**src/rtl/snake_pixel_engine.sv**
```systemverilog
// snake_pixel_engine: snake game state plus per-pixel colour stage behind the VGA timing generator.
// The game advances once every STEP_FRAMES frames, one clock after the falling edge of vsync (inside vblank).
// Optional build macro SNAKE_WRAP_EN: walls wrap around and only a self hit ends the game.
module snake_pixel_engine #(
    parameter int          CELL_SHIFT  = 4,
    parameter int          GRID_W      = 40,
    parameter int          GRID_H      = 30,
    parameter int          MAX_LEN     = 16,
    parameter int          STEP_FRAMES = 8,
    parameter logic [11:0] COL_HEAD    = 12'h0F0,
    parameter logic [11:0] COL_BODY    = 12'h080,
    parameter logic [11:0] COL_FOOD    = 12'hF00,
    parameter logic [11:0] COL_BG      = 12'h000
) (
    input  logic        clk,
    input  logic        reset,
    input  logic        video_on,
    input  logic        vsync,
    input  logic [9:0]  pixel_x,
    input  logic [9:0]  pixel_y,
    input  logic [1:0]  dir_in,
    input  logic        dir_valid,
    input  logic        start,
    output logic [11:0] rgb,
    output logic        running,
    output logic        game_over,
    output logic [7:0]  score
);
    localparam int X_W   = $clog2(GRID_W);
    localparam int Y_W   = $clog2(GRID_H);
    localparam int LEN_W = $clog2(MAX_LEN + 1);

    localparam logic [X_W-1:0]   X_ZERO    = X_W'(0);
    localparam logic [X_W-1:0]   X_ONE     = X_W'(1);
    localparam logic [X_W-1:0]   X_LAST    = X_W'(GRID_W - 1);
    localparam logic [X_W-1:0]   X_MOD     = X_W'(GRID_W);
    localparam logic [Y_W-1:0]   Y_ZERO    = Y_W'(0);
    localparam logic [Y_W-1:0]   Y_ONE     = Y_W'(1);
    localparam logic [Y_W-1:0]   Y_LAST    = Y_W'(GRID_H - 1);
    localparam logic [Y_W-1:0]   Y_MOD     = Y_W'(GRID_H);
    localparam logic [X_W-1:0]   INIT_X    = X_W'(GRID_W / 2);
    localparam logic [Y_W-1:0]   INIT_Y    = Y_W'(GRID_H / 2);
    localparam logic [X_W-1:0]   FOOD_X0   = X_W'((GRID_W * 3) / 4);
    localparam logic [LEN_W-1:0] LEN_ONE   = LEN_W'(1);
    localparam logic [LEN_W-1:0] LEN_INIT  = LEN_W'(3);
    localparam logic [LEN_W-1:0] LEN_MAX   = LEN_W'(MAX_LEN);
    localparam logic [7:0]       STEP_LAST = 8'(STEP_FRAMES - 1);

    localparam logic [1:0] DIR_UP    = 2'b00;
    localparam logic [1:0] DIR_RIGHT = 2'b01;
    localparam logic [1:0] DIR_DOWN  = 2'b10;
    localparam logic [1:0] DIR_LEFT  = 2'b11;

    typedef enum logic [1:0] {ST_IDLE = 2'd0, ST_RUN = 2'd1, ST_OVER = 2'd2} state_t;

    // 16-bit Fibonacci LFSR, taps 16,14,13,11, shifting towards bit 0
    function automatic logic [15:0] lfsr_next(input logic [15:0] v);
        lfsr_next = {v[0] ^ v[2] ^ v[3] ^ v[5], v[15:1]};
    endfunction

    state_t           state_r, next_state_s;
    logic             running_r, game_over_r, running_nx_s, game_over_nx_s;
    logic             vsync_q_r, tick_r;
    logic [15:0]      lfsr_r;
    logic [7:0]       frame_cnt_r, score_r;
    logic [1:0]       dir_r, pending_r;
    logic [X_W-1:0]   seg_x_r [MAX_LEN];
    logic [Y_W-1:0]   seg_y_r [MAX_LEN];
    logic [LEN_W-1:0] len_r;
    logic [X_W-1:0]   food_x_r, food_x_raw_s, food_x_nx_s, nhx_s;
    logic [Y_W-1:0]   food_y_r, food_y_raw_s, food_y_nx_s, nhy_s;
    logic             step_s, wall_s, self_hit_s, food_hit_s, hit_s;
    logic [9:0]       cx_s, cy_s;
    logic             head_px_s, body_px_s, food_px_s;
    logic [11:0]      colour_s, rgb_r;

    assign rgb       = rgb_r;
    assign running   = running_r;
    assign game_over = game_over_r;
    assign score     = score_r;

    // Falling-edge detector on vsync producing a registered one-clock frame tick
    always_ff @(posedge clk) begin
        if (reset) begin
            vsync_q_r <= 1'b1;
            tick_r    <= 1'b0;
        end else begin
            vsync_q_r <= vsync;
            tick_r    <= vsync_q_r & ~vsync;
        end
    end

    // Free-running food randomiser, only reseeded by reset
    always_ff @(posedge clk) begin
        if (reset) begin
            lfsr_r <= 16'hACE1;
        end else begin
            lfsr_r <= lfsr_next(lfsr_r);
        end
    end

    assign step_s = (state_r == ST_RUN) && tick_r && (frame_cnt_r == STEP_LAST);

    // Candidate head cell for the pending direction, with wall detection and wrap target
    always_comb begin
        nhx_s  = seg_x_r[0];
        nhy_s  = seg_y_r[0];
        wall_s = 1'b0;
        case (pending_r)
            DIR_UP: begin
                wall_s = (seg_y_r[0] == Y_ZERO);
                nhy_s  = wall_s ? Y_LAST : seg_y_r[0] - Y_ONE;
            end
            DIR_RIGHT: begin
                wall_s = (seg_x_r[0] == X_LAST);
                nhx_s  = wall_s ? X_ZERO : seg_x_r[0] + X_ONE;
            end
            DIR_DOWN: begin
                wall_s = (seg_y_r[0] == Y_LAST);
                nhy_s  = wall_s ? Y_ZERO : seg_y_r[0] + Y_ONE;
            end
            DIR_LEFT: begin
                wall_s = (seg_x_r[0] == X_ZERO);
                nhx_s  = wall_s ? X_LAST : seg_x_r[0] - X_ONE;
            end
            default: begin
                nhx_s  = seg_x_r[0];
                nhy_s  = seg_y_r[0];
                wall_s = 1'b0;
            end
        endcase
    end

    // Food and self-collision tests; the tail only stays put when the snake grows
    always_comb begin
        food_hit_s = (nhx_s == food_x_r) && (nhy_s == food_y_r);
        self_hit_s = 1'b0;
        for (int i = 0; i < MAX_LEN; i++) begin
            self_hit_s = self_hit_s |
                (((LEN_W'(i) < (len_r - LEN_ONE)) || (food_hit_s && (LEN_W'(i) < len_r))) &&
                 (seg_x_r[i] == nhx_s) && (seg_y_r[i] == nhy_s));
        end
    end

`ifdef SNAKE_WRAP_EN
    assign hit_s = self_hit_s;
`else
    assign hit_s = wall_s | self_hit_s;
`endif

    assign food_x_raw_s = lfsr_r[X_W-1:0];
    assign food_y_raw_s = lfsr_r[X_W+Y_W-1:X_W];
    assign food_x_nx_s  = (food_x_raw_s >= X_MOD) ? food_x_raw_s - X_MOD : food_x_raw_s;
    assign food_y_nx_s  = (food_y_raw_s >= Y_MOD) ? food_y_raw_s - Y_MOD : food_y_raw_s;

    // FSM state register with registered status outputs
    always_ff @(posedge clk) begin
        if (reset) begin
            state_r     <= ST_IDLE;
            running_r   <= 1'b0;
            game_over_r <= 1'b0;
        end else begin
            state_r     <= next_state_s;
            running_r   <= running_nx_s;
            game_over_r <= game_over_nx_s;
        end
    end

    // FSM next state: start always (re)enters RUN, a colliding step ends the game
    always_comb begin
        next_state_s = state_r;
        case (state_r)
            ST_IDLE: if (start) next_state_s = ST_RUN; else next_state_s = ST_IDLE;
            ST_RUN: begin
                if (start)                next_state_s = ST_RUN;
                else if (step_s && hit_s) next_state_s = ST_OVER;
                else                      next_state_s = ST_RUN;
            end
            ST_OVER: if (start) next_state_s = ST_RUN; else next_state_s = ST_OVER;
            default: next_state_s = ST_IDLE;
        endcase
    end

    // FSM outputs decoded from the next state so they register in step with it
    always_comb begin
        running_nx_s   = 1'b0;
        game_over_nx_s = 1'b0;
        case (next_state_s)
            ST_RUN:  running_nx_s   = 1'b1;
            ST_OVER: game_over_nx_s = 1'b1;
            default: begin
                running_nx_s   = 1'b0;
                game_over_nx_s = 1'b0;
            end
        endcase
    end

    // Game data: init on reset/start, frame counting, direction latch and the step itself
    always_ff @(posedge clk) begin
        if (reset || start) begin
            for (int i = 0; i < MAX_LEN; i++) begin
                seg_x_r[i] <= (LEN_W'(i) < LEN_INIT) ? INIT_X - X_W'(i) : X_ZERO;
                seg_y_r[i] <= (LEN_W'(i) < LEN_INIT) ? INIT_Y : Y_ZERO;
            end
            len_r       <= LEN_INIT;
            dir_r       <= DIR_RIGHT;
            pending_r   <= DIR_RIGHT;
            food_x_r    <= FOOD_X0;
            food_y_r    <= INIT_Y;
            score_r     <= 8'd0;
            frame_cnt_r <= 8'd0;
        end else begin
            if ((state_r == ST_RUN) && tick_r) begin
                frame_cnt_r <= (frame_cnt_r == STEP_LAST) ? 8'd0 : frame_cnt_r + 8'd1;
            end
            // a request to turn straight back into the neck is dropped
            if (dir_valid && (dir_in != (dir_r ^ 2'b10))) begin
                pending_r <= dir_in;
            end
            if (step_s) begin
                dir_r <= pending_r;
                if (!hit_s) begin
                    for (int i = MAX_LEN - 1; i > 0; i--) begin
                        seg_x_r[i] <= seg_x_r[i-1];
                        seg_y_r[i] <= seg_y_r[i-1];
                    end
                    seg_x_r[0] <= nhx_s;
                    seg_y_r[0] <= nhy_s;
                    if (food_hit_s) begin
                        len_r    <= (len_r == LEN_MAX) ? LEN_MAX : len_r + LEN_ONE;
                        score_r  <= (score_r == 8'hFF) ? 8'hFF : score_r + 8'd1;
                        food_x_r <= food_x_nx_s;
                        food_y_r <= food_y_nx_s;
                    end
                end
            end
        end
    end

    // Cell lookup for the current pixel with head > body > food > background priority
    always_comb begin
        cx_s      = pixel_x >> CELL_SHIFT;
        cy_s      = pixel_y >> CELL_SHIFT;
        head_px_s = (cx_s == 10'(seg_x_r[0])) && (cy_s == 10'(seg_y_r[0]));
        food_px_s = (cx_s == 10'(food_x_r)) && (cy_s == 10'(food_y_r));
        body_px_s = 1'b0;
        for (int i = 1; i < MAX_LEN; i++) begin
            body_px_s = body_px_s | ((LEN_W'(i) < len_r) &&
                        (cx_s == 10'(seg_x_r[i])) && (cy_s == 10'(seg_y_r[i])));
        end
        if (head_px_s)      colour_s = (state_r == ST_OVER) ? 12'hFFF : COL_HEAD;
        else if (body_px_s) colour_s = COL_BODY;
        else if (food_px_s) colour_s = COL_FOOD;
        else                colour_s = COL_BG;
    end

    // Registered pixel output, blanked outside active video
    always_ff @(posedge clk) begin
        if (reset) begin
            rgb_r <= 12'h000;
        end else begin
            rgb_r <= video_on ? colour_s : 12'h000;
        end
    end
endmodule

```
**config.mk**
```make
export PLATFORM = sky130hd
export DESIGN_NAME = snake_pixel_engine
export DESIGN_NICKNAME = d
export VERILOG_FILES = /design/src/rtl/snake_pixel_engine.sv
export SDC_FILE = /design/constraint.sdc
export NUM_CORES = 1
export LEC_CHECK = 0
export ABC_AREA = 1
export BUFFER_PORTS_ARGS = -buffer_cell sky130_fd_sc_hd__buf_2
export CORE_UTILIZATION = 30
export CTS_BUF_LIST = sky130_fd_sc_hd__clkbuf_8 sky130_fd_sc_hd__clkbuf_16
export CTS_CLUSTER_DIAMETER = 100
export DETAILED_ROUTE_END_ITERATION = 7
export GPL_TIMING_DRIVEN = 0
export PLACE_DENSITY_LB_ADDON = 0.2
export SLEW_MARGIN = 25
export SYNTH_ARGS = -nofsm -noshare
export SYNTH_HDL_FRONTEND = slang
export SYNTH_SLANG_ARGS = --single-unit
```
**constraint.sdc**
```tcl
create_clock -name clk -period 10 [get_ports clk]
set_input_delay 2 -clock clk [delete_from_list [all_inputs] [get_ports clk]]
set_output_delay 2 -clock clk [all_outputs]
set_load 0.02 [all_outputs]
```
==> flow_summary.yaml <==
layout:
  num-fill-cells: 5423
  design.final.nets: 2123
  stdcell_count: 2785
  combined_area_of_the_multi_input_logic_cells_mm2: 0.00751
  seqCellArea_mm2: 0.00653
  area_growth_pct: 13.9
  finalCoreUtilization: 0.346
  layout-drive-gt1-share: 0.130
  final_area_mm2: 0.0178
synthesis:
  synth.cells.most_frequent: "431 x nand2_1, 276 x inv_1, 216 x nor2_1, 176 x edfxtp_1"
  synth_largest_area_cell: "edfxtp_1"
  synth_fp_nets: 2053
  post_synth_instance_area_mm2: 0.0156
  fraction_of_synthesized_cell_area_taken_by_the_top_area_cell_type: 0.338
  synth_area_per_cell_um2: 7.76
  yosysMostFrequentCell: "nand2_1"
  async_flop_share: 0
  post_synth_main_area_contributors: "edfxtp_1 34%, nand2_1 10%, dfxtp_1 7.9%"
  synth_sequential_area_ratio: 0.418
  synth_seq_cells: 238
  most_used_dff_post_synth: "edfxtp_1"
  synth_warnings: 0
  synth_edf_count: 176
  synth_cell_type_count: 50
  postSynthCellCount: 2012
pwr:
  power.density_cell_area_mw_per_mm2: 146
  power.ir.vdd_worst_mv: 0.115
  power.total_mw: 2.60
  p_leak_nw: 7.44
floorplanning:
  io-pin-count: 50
  initial_utilization: 0.304
  die_height_um: 230
  row_cnt: 83
  floorplan.die_area_mm2: 0.0530
  core_area_mm2: 0.0514
  die_w_um: 230
clock_network:
  ctsRootBufferMaster: "clkbuf_16"
  tritoncts: "yes"
  cts_hold_repair.buffers: 0
  htreeDepth: 1
  post_cts_resize_count: 0
  tritoncts.num_buffers: 30
  setup_fix_buffers_added_after_clock_tree_synthesis: 0
  cts-root-to-sink-buffers: 3
  clkSlewWorstSetupHoldPaths_ns: 0.06
  clock_sinks: 238
  worst_skew_pair.late_latency_ns: 0.60
global_routing:
  grt_first_pass_wirelength_um: 100000
  grt_antenna_before_repair: 1
  maximum_number_of_pins_on_one_net_before_global_route_repair: 48
  grt_pass1_vias: 14124
  remaining_global_route_overflow: 0
  gr-usage-all-layers: 0.263
place:
  place.port_buffers: 32
  routabilityCongestion: 1.01
  place.detailed.hpwl_um: 50000
  placed_cells_incl_taps: 2730
  dpl_cell_area_mm2: 0.0168
job:
  maxCapViolations: 0
timing:
  clock.fmax_mhz: 179
  portion_of_the_clock_cycle_consumed_by_the_worst_path_in_the_final_layout: 0.558
  worst_clock_skew_ns: 0.0327
  final.min_clock_period_ns: 5.58
  tightestPinTransition_ns: 1.21
  report.final.hold_viol_count: 0
  maxSlewHeadroom: 0.195
  final.setup.tns_ns: 0
  final_report_setup_violation_count: 0
  unrepaired_setup_endpoints_after_global_routing: "false"
  maxSlewViolCount: 0
drt:
  drt_pass1_iterations: 8
  via_count: 15021
  postRouteAntennaNets: 0
  detail_route.iter0.violations: 1953
  drt_drc_violations_left: 0
  route.detailed.wl_per_inst_um: 25.3
  viasPerCell: 5.39
  drt-total-wl_um: 70600
setup_path:
  largest_driver_fanout_on_the_critical_path: 10
  setup.worst_path.end_class: "register"
  critical_path.startpoint_type: "primary input"
  arrival_ns: 6.05
  critPathKind: "in2reg"
  critPathRequiredTime_ns: 10.47
run_status:
  status: "complete, no violations"
worst_hold_path:
  hold_class: "reg2reg"
-- cells by family (layout without fill, tap and decap cells) --
logic type | count (synthesis) | in the layout | share of synthesized area
AND/OR/NAND/NOR | 1000 | 1000 | 0.292
buffers and inverters | 378 | 470 | 0.103
flip-flops | 238 | 238 | 0.418
AO/OA/AOI/OAI | 222 | 222 | 0.0871
XOR/XNOR | 161 | 161 | 0.0903
adder cells (fa/ha/maj) | 13 | 13 | 0.0104
other | 0 | 1 | 0
-- flip-flops by register name, summed over array words and instances, names as in the netlist --
register,count
vsync_q_r,1
game_over,1
state_r,2
len_r,5
running,1
pending_r,2
seg_y_r,80
lfsr_r,16
frame_cnt_r,8
rgb,4
food_y_r,5
food_x_r,6
dir_r,2
seg_x_r,96
score,8
tick_r,1
-- routing by layer --
metal / vias to the layer above / wire [um] / global-route usage
met5: - / 77 / 0
met1: 7133 / 28000 / 0.344
met3: 215 / 8220 / 0.0631
li1: 6725 / - / -
met2: 946 / 30300 / 0.401
met4: 2 / 4000 / 0.135
-- path summary, 6_finish.rpt --
kind | cells past startpoint | endpoint | startpoint | slack [ns]
max reg2reg | 22 | seg_y_r[0][28]$_SDFFCE_PN0P_ | seg_y_r[0][0]$_SDFFCE_PN1P_ | 4.70
min | 2 | lfsr_r[12]$_SDFF_PP0_ | lfsr_r[13]$_SDFF_PP1_ | 0.41
max | 11 | rgb[10]$_SDFF_PP0_ | pixel_x[6] | 4.42
min reg2reg | 2 | lfsr_r[12]$_SDFF_PP0_ | lfsr_r[13]$_SDFF_PP1_ | 0.41
-- stage by stage --
step | hold WS, ns | setup WS [ns]
2_1_floorplan | 0.388 | 3.03
3_3_place_gp | 0.393 | -0.347
3_5_place_dp | 0.397 | 4.06
4_1_cts | 0.406 | 4.67
5_1_grt | 0.417 | 4.49
6_report | 0.408 | 4.42
-- cell usage in the layout (no fill, tap or decap), drive strengths merged, types with 3 or more instances in the layout --
cell / instances
dfxtp: 62
o41ai: 5
buf: 90
nor3b: 4
o22ai: 56
bufinv: 3
or2: 10
nand2: 443
nand3b: 4
o2111ai: 13
nand3: 139
o21ai: 61
clkbuf: 66
or4: 4
inv: 294
nor4: 18
nor3: 24
nand4: 50
xor2: 131
edfxtp: 176
nor2: 303
o211ai: 6
xnor2: 30
a21oi: 58
ha: 13
a221oi: 12
clkinv: 17
-- worst max-delay path, cell delays in order --
cell      delay, ns
clkbuf_1       0.57
clkinv_1       0.86
clkbuf_1       0.68
a221oi_1       0.49
nand4_1        0.57
o41ai_1        0.26
nor2_1         0.17
nand3_1        0.15
nor3_1         0.14
nand2_1        0.09
nand2_1        0.04
-- cell type report --
cell class / instances / share of cell area
antenna: 1 / 0.000141
sequential: 238 / 0.367
inverter: 296 / 0.0624
clock inverter: 18 / 0.00879
timing repair buffer: 38 / 0.0158
tap: 680 / 0.0478
buffer: 82 / 0.0285
clock buffer: 36 / 0.0481
multi-input combinational: 1396 / 0.422
-- where the power goes --
| part | total [mW] | internal (mW) | leakage [nW] | switching, mW |
|---|---|---|---|---|
| clock | 1.14 | 0.677 | 0.519 | 0.459 |
| combinational | 0.338 | 0.0893 | 4.52 | 0.249 |
| sequential | 1.12 | 1.09 | 2.39 | 0.0329 |
| total | 2.60 | 1.86 | 7.44 | 0.741 |
(Power assumes the default switching activity.)
